**src/rtl/mem_port_arbiter.sv**
```systemverilog
// Round-robin, burst-limited arbiter sharing one memory port between requesters A and B.
// Grant is combinational; read data returns 2 cycles after grant. Optional stall counters under ARB_STATS_EN.
module mem_port_arbiter #(
  parameter int ADDR_WIDTH = 16,
  parameter int DATA_WIDTH = 32,
  parameter int MAX_BURST  = 8
) (
  input  logic                  clk,
  input  logic                  rst,
  input  logic                  req_a,
  input  logic                  we_a,
  input  logic [ADDR_WIDTH-1:0] addr_a,
  input  logic [DATA_WIDTH-1:0] di_a,
  output logic                  gnt_a,
  output logic [DATA_WIDTH-1:0] do_a,
  output logic                  rvalid_a,
  input  logic                  req_b,
  input  logic                  we_b,
  input  logic [ADDR_WIDTH-1:0] addr_b,
  input  logic [DATA_WIDTH-1:0] di_b,
  output logic                  gnt_b,
  output logic [DATA_WIDTH-1:0] do_b,
  output logic                  rvalid_b,
  output logic                  mem_en,
  output logic                  mem_we,
  output logic [ADDR_WIDTH-1:0] mem_addr,
  output logic [DATA_WIDTH-1:0] mem_di,
  input  logic [DATA_WIDTH-1:0] mem_do,
  output logic [15:0]           wait_cnt_a,
  output logic [15:0]           wait_cnt_b
);

  localparam int CW = (MAX_BURST > 1) ? $clog2(MAX_BURST) : 1;
  localparam logic [CW-1:0] BURST_LAST = CW'(MAX_BURST - 1);

  typedef enum logic [1:0] {IDLE, OWN_A, OWN_B} state_t;

  state_t                state_q, state_d;
  logic [CW-1:0]         burst_cnt_q, burst_cnt_d;
  logic                  last_b_q, last_b_d;
  logic                  rd_pend_a_q, rd_pend_a_d, rd_pend_b_q, rd_pend_b_d;
  logic                  rvalid_a_q, rvalid_a_d, rvalid_b_q, rvalid_b_d;
  logic [DATA_WIDTH-1:0] do_a_q, do_a_d, do_b_q, do_b_d;
  logic                  ra, rb;

  // Requests are masked during reset so nothing reaches the memory.
  assign ra = req_a & ~rst;
  assign rb = req_b & ~rst;

  always_comb begin
    state_d     = state_q;
    burst_cnt_d = burst_cnt_q;
    gnt_a       = 1'b0;
    gnt_b       = 1'b0;
    case (state_q)
      IDLE: begin
        if (ra && (!rb || last_b_q)) begin
          gnt_a = 1'b1; state_d = OWN_A; burst_cnt_d = '0;
        end else if (rb) begin
          gnt_b = 1'b1; state_d = OWN_B; burst_cnt_d = '0;
        end
      end
      OWN_A: begin
        if (ra && (!rb || burst_cnt_q < BURST_LAST)) begin
          gnt_a = 1'b1;
          if (burst_cnt_q < BURST_LAST) burst_cnt_d = burst_cnt_q + 1'b1;
        end else if (rb) begin
          gnt_b = 1'b1; state_d = OWN_B; burst_cnt_d = '0;
        end else begin
          state_d = IDLE;
        end
      end
      OWN_B: begin
        if (rb && (!ra || burst_cnt_q < BURST_LAST)) begin
          gnt_b = 1'b1;
          if (burst_cnt_q < BURST_LAST) burst_cnt_d = burst_cnt_q + 1'b1;
        end else if (ra) begin
          gnt_a = 1'b1; state_d = OWN_A; burst_cnt_d = '0;
        end else begin
          state_d = IDLE;
        end
      end
      default: state_d = IDLE;
    endcase

    last_b_d = gnt_b ? 1'b1 : (gnt_a ? 1'b0 : last_b_q);

    // Read return: mem_do is valid the cycle after grant, captured one cycle later.
    rd_pend_a_d = gnt_a & ~we_a;
    rd_pend_b_d = gnt_b & ~we_b;
    rvalid_a_d  = rd_pend_a_q;
    rvalid_b_d  = rd_pend_b_q;
    do_a_d      = rd_pend_a_q ? mem_do : do_a_q;
    do_b_d      = rd_pend_b_q ? mem_do : do_b_q;
  end

  assign mem_en   = gnt_a | gnt_b;
  assign mem_we   = (gnt_a & we_a) | (gnt_b & we_b);
  assign mem_addr = gnt_b ? addr_b : addr_a;
  assign mem_di   = gnt_b ? di_b : di_a;
  assign rvalid_a = rvalid_a_q;
  assign rvalid_b = rvalid_b_q;
  assign do_a     = do_a_q;
  assign do_b     = do_b_q;

  always_ff @(posedge clk) begin
    if (rst) begin
      state_q     <= IDLE;
      burst_cnt_q <= '0;
      last_b_q    <= 1'b1;
      rd_pend_a_q <= 1'b0;
      rd_pend_b_q <= 1'b0;
      rvalid_a_q  <= 1'b0;
      rvalid_b_q  <= 1'b0;
      do_a_q      <= '0;
      do_b_q      <= '0;
    end else begin
      state_q     <= state_d;
      burst_cnt_q <= burst_cnt_d;
      last_b_q    <= last_b_d;
      rd_pend_a_q <= rd_pend_a_d;
      rd_pend_b_q <= rd_pend_b_d;
      rvalid_a_q  <= rvalid_a_d;
      rvalid_b_q  <= rvalid_b_d;
      do_a_q      <= do_a_d;
      do_b_q      <= do_b_d;
    end
  end

`ifdef ARB_STATS_EN
  logic [15:0] wait_cnt_a_q, wait_cnt_a_d, wait_cnt_b_q, wait_cnt_b_d;

  always_comb begin
    wait_cnt_a_d = wait_cnt_a_q;
    wait_cnt_b_d = wait_cnt_b_q;
    if (ra && !gnt_a && wait_cnt_a_q != 16'hFFFF) wait_cnt_a_d = wait_cnt_a_q + 16'd1;
    if (rb && !gnt_b && wait_cnt_b_q != 16'hFFFF) wait_cnt_b_d = wait_cnt_b_q + 16'd1;
  end

  always_ff @(posedge clk) begin
    if (rst) begin
      wait_cnt_a_q <= '0;
      wait_cnt_b_q <= '0;
    end else begin
      wait_cnt_a_q <= wait_cnt_a_d;
      wait_cnt_b_q <= wait_cnt_b_d;
    end
  end

  assign wait_cnt_a = wait_cnt_a_q;
  assign wait_cnt_b = wait_cnt_b_q;
`else
  assign wait_cnt_a = 16'd0;
  assign wait_cnt_b = 16'd0;
`endif

endmodule
```
**config.mk**
```make
export PLATFORM = sky130hd
export DESIGN_NAME = mem_port_arbiter
export DESIGN_NICKNAME = d
export VERILOG_FILES = /design/src/rtl/mem_port_arbiter.sv
export SDC_FILE = /design/constraint.sdc
export NUM_CORES = 1
export LEC_CHECK = 0
export CORE_ASPECT_RATIO = 0.5
export CORE_UTILIZATION = 37
export CTS_CLUSTER_SIZE = 30
export DETAILED_ROUTE_END_ITERATION = 8
export HOLD_SLACK_MARGIN = 0.06
export PLACE_DENSITY = 0.84
export SLEW_MARGIN = 20
export SYNTH_ARGS = -nofsm -noshare
export SYNTH_HDL_FRONTEND = slang
export SYNTH_SLANG_ARGS = --single-unit
```
**constraint.sdc**
```tcl
create_clock -name clk -period 3.9 [get_ports clk]
set_input_delay 0.975 -clock clk [delete_from_list [all_inputs] [get_ports clk]]
set_output_delay 0.975 -clock clk [all_outputs]
set_load 0.01 [all_outputs]
```
==> results.md, run 1 <==
* Die Span Y at 72.85 um
* Clk pin slew, worst setup/hold paths at roughly 50 ps
* Worst Path Max Fanout at 9
* Mapped Avg Cell Area at 9.959 sq um
* Ys flop type: dfxtp_1
* Remaining DRCs at 0
* Commonest non-fill, non-tap cells in the layout: 205 x clkdlybuf4s50_1, 72 x dfxtp_1, 68 x nor2_1, 64 x mux2i_1, 44 x mux2_1
* Die width at between 100 and 150 um
* Hold crit path type: reg -> reg
* Critical path cell sequence: dlygate4sd2_1 -> nor2b_4 -> a21bo_2 -> a31oi_4 -> buf_6 -> buf_12 -> mux2_1 -> clkdlybuf4s50_1
* Initial DRC Count at approximately 180
* PD cells at 415.3 nW/um^2
* Fin nets at ~770
* Share of synthesized flip-flops with an asynchronous set or reset at 0%
* Setup Viol. Count Final at 0
* Unrepaired setup endpoints after global routing: false
* CP Capture Type: output port
* Core Region at 9603 sq um
* Crit path DAT at ~2900 ps
* Gate Count Post-Synth at between 300 and 400
* Antenna diode count at 0
* First-pass GRT wire length at between 15 and 20 mm
* Io pins at ~280
* Clk sink count at 74
* VDD IR max at between 0.2 and 0.3 mV
* Critical Path RT at around 2900 ps
* Max-cap violations at 0
* Reg power frac at between 30% and 40%
* CP max stage delay at roughly 480 ps
* Via count at about 3,600
* Port Buffers at 251
* Synth Cell Area at approximately 3700 sq um
* Switching part of the total power at about 28%
* Slew Limit Headroom at between 20 and 30%
* Most common cell after layout, fill and taps aside: clkdlybuf4s50_1
* Crit-path slowest cell: clkdlybuf4s50_1
* H-tree Lvls at 3
* Final WL at around 13 mm
* Dpl ws at -303.3 ps
* Clk_skew at around 5.2 ps
* Clock root cell: clkbuf_16
* DR WL/cell at approximately 17 um
* Via density at 4.602
* Clock share of power at 33.7%
* Antenna viol nets, final at 0
* Fin. max-slew vios at 0
* Total CTS buffers at 9
* CTS max path bufs at 2
* Pin count of the biggest net entering global routing at 55
* Post-DP HPWL at around 10 mm
* Initial cell density of the core at about two fifths
* Final GP Congestion at around 0.87
* CTS tree: yes
* Worst setup SP type: input pin
* First drt pass iteration count at 5
* YS warnings at 0
* Critical path class: in -> out
* Die Area at 10,470 sq um
* Worst-Margin Slew at ~1100 ps
* Cts hold-fix bufs at 0
* Logic pwr share at a little over a third
* Pwr Total at around 2800 uW
* Sw Pwr at roughly 780 uW
* Grt ovf at 0
* Status: finished, final reports clean
* Max Freq at 0.2590 GHz
* Hold Violations, Final at 0
* P&R area growth vs syn at 81.37%
* Number of synthesized flops with an enable pin at 0
* Vias in the first global route at approximately 3,300
* Min Clock Period, post-route at slightly below 4000 ps
* Row cnt at 25
* Worst skew pair latency at about 330 ps
* Layout cells sized above 1 at 8.006%
* Worst setup margin at between 30 and 40 ps
* Antenna violations before repair at 2
* Cell variety after synth at 39
* Internal at 2022 uW
* Sequential-to-total area share from yosys stat at 39.88%
* GRT Total Usage at a little under a quarter
* Final period utilization at 99.01%
* FF+latch count, synth at 74
* Leakage at 0.002682 uW
==> per-layer routing <==
metal / global-route usage, % / routed length, um
met1: 30.15 / 5602
met5: 0 / 0
met4: 5.201 / 99
met2: 40.61 / 6158
met3: 6.299 / 948
==> synthesized netlist by cell type (2+ instances only) <==
cell type / count / area (sq um)
ha_1: 5 / 62.56
nand3_1: 2 / 10.01
clkbuf_1: 6 / 22.52
nand4_1: 2 / 12.51
a21o_1: 3 / 22.52
nand2b_1: 3 / 18.77
nor3_1: 2 / 10.01
o21ai_0: 3 / 15.01
nor2_1: 68 / 255.2
a22o_1: 2 / 17.52
a21oi_1: 6 / 30.03
buf_2: 10 / 50.05
inv_1: 4 / 15.01
a211o_1: 2 / 17.52
mux2i_1: 64 / 640.6
and3b_1: 2 / 17.52
dfxtp_1: 74 / 1481
buf_1: 6 / 22.52
a221oi_1: 2 / 17.52
nor2b_1: 4 / 25.02
buf_4: 32 / 240.2
mux2_2: 5 / 56.30
nand2_1: 6 / 22.52
mux2_1: 45 / 506.7
==> critical path, delay by kind of cell <==
family | cells | cell delay, ps
AOI/OAI and AO/OA | 2 | 410
muxes | 1 | 330
buffers and inverters | 4 | 1010
and+or+nand+nor | 1 | 140
==> sequential cells by signal (all words and copies together), names as in the netlist <==
| signal | flops |
|---|---|
| rd_pend_b_q | 1 |
| rvalid_b | 1 |
| burst_cnt_q | 3 |
| do_a | 32 |
| last_b_q | 1 |
| rvalid_a | 1 |
| state_q | 2 |
| do_b | 32 |
| rd_pend_a_q | 1 |
==> stage by stage <==
stage               hold slack, ps  TNS [ps]  util [%]  cell area, sq um  std cells
detailed placement           451.1    -12480     65.45              6285        747
floorplan                    426.8         0         -              3831        404
CTS                          460.0    -177.1     69.82              6705        771
global route                 482.2         0     70.16              6738        772
global placement             462.1    -10390     65.45              6285        747
finish                       461.1         0     70.16              6738        772
==> power groups by stage <==
stage | combinational (uW) | clock, uW | sequential [uW]
CTS | 982 | 956 | 880
finish | 977 | 942 | 880
floorplan | 506 | 0 | 874
global placement | 943 | 0 | 894
global route | 1040 | 993 | 888
detailed placement | 958 | 0 | 895
==> cell type report <==
type / count / area, sq um
fill: 731 / 2865
clock inverter: 4 / 98.84
clock buffer: 12 / 246.5
timing repair buffer: 272 / 2716
sequential: 74 / 1484
inverter: 4 / 15.01
tap: 135 / 168.9
multi-input combinational: 271 / 2008
==> kinds of logic after synthesis <==
kind of cell / share of synthesized area, %
muxes: 32.40
and+or+nand+nor: 10.91
DFF: 39.88
buffers and inverters: 9.565
AOI/OAI and AO/OA: 5.457
adders and majority gates: 1.684
other: 0.1009
==> final timing paths <==
path	cells after the start	start	slack [ps]	end
worst max-delay path	8	req_a	40	mem_di[0]
worst min register to register	1	last_b_q	460	last_b_q
worst max register to register	9	state_q[0]	1940	last_b_q
worst min-delay path	1	last_b_q	460	last_b_q
==> repair_timing <==
action                                 CTS  global route
endpoints found under the hold margin    0             0
cloned                                   1             0
buffers inserted                         7             1
resized for setup                       48            14
setup endpoints to repair               51            20
pin swaps                                2             1
Note: power is estimated with default switching activity, not from simulation.
==> run 2, diff against run 1 <==
CORE_UTILIZATION = 38   (was 37)
CTS_BUF_LIST = sky130_fd_sc_hd__clkbuf_4   (was default)
PLACE_DENSITY = 0.86   (was 0.84)
==> results.md, run 2 (synthesis results as in run 1) <==
* Remaining DRCs at 0 (unchanged)
* Worst setup margin at 150.8 ps (was 38.72 ps)
* Via density at 4.614 (was 4.602)
* Row cnt at 25 (unchanged)
* Initial DRC Count at 197 (was 181)
* DP Area at 6300 sq um (was 6285 sq um)
* Clock root cell: clkbuf_4 (was clkbuf_16)
* Crit path DAT at 2770 ps (was 2890 ps)
* Final GP Congestion at 0.8985 (was 0.8664)
* Critical Path RT at 2920 ps (about the same)
* Worst-Margin Slew at 1061 ps (was 1074 ps)
* Pin count of the biggest net entering global routing at 70 (was 55)
* Hold crit path type: reg -> reg (unchanged)
* First-pass GRT wire length at 19.69 mm (was 18.25 mm)
* Post-DP HPWL at 11.13 mm (was 9.712 mm)
* WP buf/inv at 4 (unchanged)
* Crit-path leading delay family: buffers and inverters (unchanged)
* Antenna diode count at 0 (unchanged)
* PD cells at 366.2 nW/um^2 (was 415.3 nW/um^2)
* Antenna violations before repair at 3 (was 2)
* Initial cell density of the core at 39.19% (was 38.68%)
* CP Capture Type: output port (unchanged)
* Layout cells sized above 1 at 10.68% (was 8.006%)
* Io pins at 284 (unchanged)
* GRT Total Usage at 26.78% (was 23.72%)
* H-tree Lvls at 3 (unchanged)
* Final period utilization at 96.13% (was 99.01%)
* First drt pass iteration count at 4 (was 5)
* Max-cap violations at 0 (unchanged)
* CTS tree: yes (unchanged)
* Worst Path Max Fanout at 11 (was 9)
* Clk pin slew, worst setup/hold paths at 130 ps (was 50 ps)
* Slew Limit Headroom at 29.26% (was 28.39%)
* Cts hold-fix bufs at 0 (unchanged)
* Leakage at 0.002535 uW (was 0.002682 uW)
* Reg2Reg Setup Slack at 1840 ps (was 1940 ps)
* Max Freq at 0.2667 GHz (was 0.2590 GHz)
* Critical path cell sequence: dlygate4sd2_1 -> nand4_1 -> a21bo_1 -> a31oi_4 -> buf_6 -> buf_12 -> mux2_4 -> dlygate4sd2_1 (was dlygate4sd2_1 -> nor2b_4 -> a21bo_2 -> a31oi_4 -> buf_6 -> buf_12 -> mux2_1 -> clkdlybuf4s50_1)
* Min Clock Period, post-route at 3749 ps (was 3861 ps)
* Setup Viol. Count Final at 0 (unchanged)
* Dpl ws at -386.0 ps (was -303.3 ps)
* DR top layer: met4 (unchanged)
* Antenna viol nets, final at 0 (unchanged)
* Die width at 141.8 um (was 143.7 um)
* Multi-input gate area at 2019 sq um (was 2008 sq um)
* Worst skew pair latency at 430 ps (was 330 ps)
* Met3 wire length at 1.035 mm (was 948 um)
* Vias in the first global route at 3,399 (was 3,303)
* Die Area at 10,200 sq um (was 10,470 sq um)
* Crit-path slowest cell: mux2_4 (was clkdlybuf4s50_1)
* Clk sink count at 74 (unchanged)
* Sequential cell area at 1484 sq um (unchanged)
* VDD IR max at 0.1822 mV (was 0.2830 mV)
* P&R area growth vs syn at 74.71% (was 81.37%)
* Via count at 3,562 (was 3,553)
* Finished Cell Area at 6490 sq um (was 6738 sq um)
* DR WL/cell at 18.20 um (was 16.59 um)
* Die Span Y at 71.92 um (was 72.85 um)
* Final WL at 14.05 mm (was 12.81 mm)
* Status: finished, final reports clean (unchanged)
* Critical path class: in -> out (unchanged)
* Filler cells at 791 (was 731)
* Fin nets at 771 (unchanged)
* Most common cell after layout, fill and taps aside: clkdlybuf4s50_1 (unchanged)
* Port Buffers at 251 (unchanged)
* Fin. max-slew vios at 0 (unchanged)
* Met2 WL at 7.030 mm (was 6.158 mm)
* Clk_skew at 9.286 ps (was 5.212 ps)
* CP max stage delay at 340 ps (was 480 ps)
* CTS max path bufs at 2 (unchanged)
* Most used cell, CP: dlygate4sd2_1
* Unrepaired setup endpoints after global routing: false (unchanged)
* Commonest non-fill, non-tap cells in the layout: 197 x clkdlybuf4s50_1, 72 x dfxtp_1, 68 x nor2_1, 64 x mux2i_1 (was 205 x clkdlybuf4s50_1, 72 x dfxtp_1, 68 x nor2_1, 64 x mux2i_1, 44 x mux2_1)
* Hold Violations, Final at 0 (unchanged)
* Total CTS buffers at 9 (unchanged)
* Grt ovf at 0 (unchanged)
* Worst setup SP type: input pin (unchanged)
* Wl on met1 at 5.823 mm (was 5.602 mm)
* Core Region at 9478 sq um (was 9603 sq um)
==> run 2: cell count changes in the layout (fill, tap and decap cells not counted), moves of 3 or more <==
| cell | delta |
|---|---|
| mux2_2 | +3 |
| clkdlybuf4s50_1 | -8 |
| clkbuf_4 | +9 |
| buf_2 | +9 |
| dlygate4sd2_1 | +8 |
| clkbuf_16 | -9 |
| mux2_1 | -6 |
| dlymetal6s2s_1 | -10 |
| mux2_4 | +3 |
==> run 2: worst paths after layout <==
path | startpoint | depth (start not counted) | end
worst max register to register | state_q[0] | 7 | state_q[1]
worst min-delay path | last_b_q | 1 | last_b_q
worst max-delay path | req_b | 8 | mem_di[3]
worst min register to register | last_b_q | 1 | last_b_q
==> run 2: per-layer routing <==
layer	vias up	GRT usage [%]
met5	-	0
met4	0	7.646
met3	12	8.053
met2	116	46.80
met1	1692	32.30
li1	1742	-
==> run 2: what timing repair did <==
action / in CTS / in global routing
endpoints found under the setup margin: 51 / 50
gates resized for setup: 96 / 11
setup buffers: 5 / 0
pin swaps: 1 / 1
cloned: 2 / 0
==> run 2: where the power goes <==
group	leakage (uW)	switching, uW	internal, uW
Combinational	0.00186	423	560
Clock	0.0000770	306	208
Sequential	0.000600	68.4	810
==> run 2: area by class of cell <==
class	count	share of cell area (%)
Sequential cell	74	22.86
Inverter	4	0.2313
Clock inverter	7	1.311
Tap cell	135	2.603
Clock buffer	9	1.041
Timing Repair Buffer	272	40.83
Multi-Input combinational cell	271	31.12
==> run 2: stage by stage <==
step | TNS, ps | hold WS, ps | std cells | utilization [%] | power, uW
CTS | -278.2 | 487.0 | 772 | 68.17 | 2387
finish | 0 | 479.5 | 772 | 68.48 | 2377
global route | 0 | 498.2 | 772 | 68.48 | 2505
detailed placement | -13710 | 456.1 | 749 | 66.47 | 1876
floorplan | 0 | 426.8 | 404 | - | 1380
global placement | -12270 | 443.2 | 749 | 66.47 | 1862
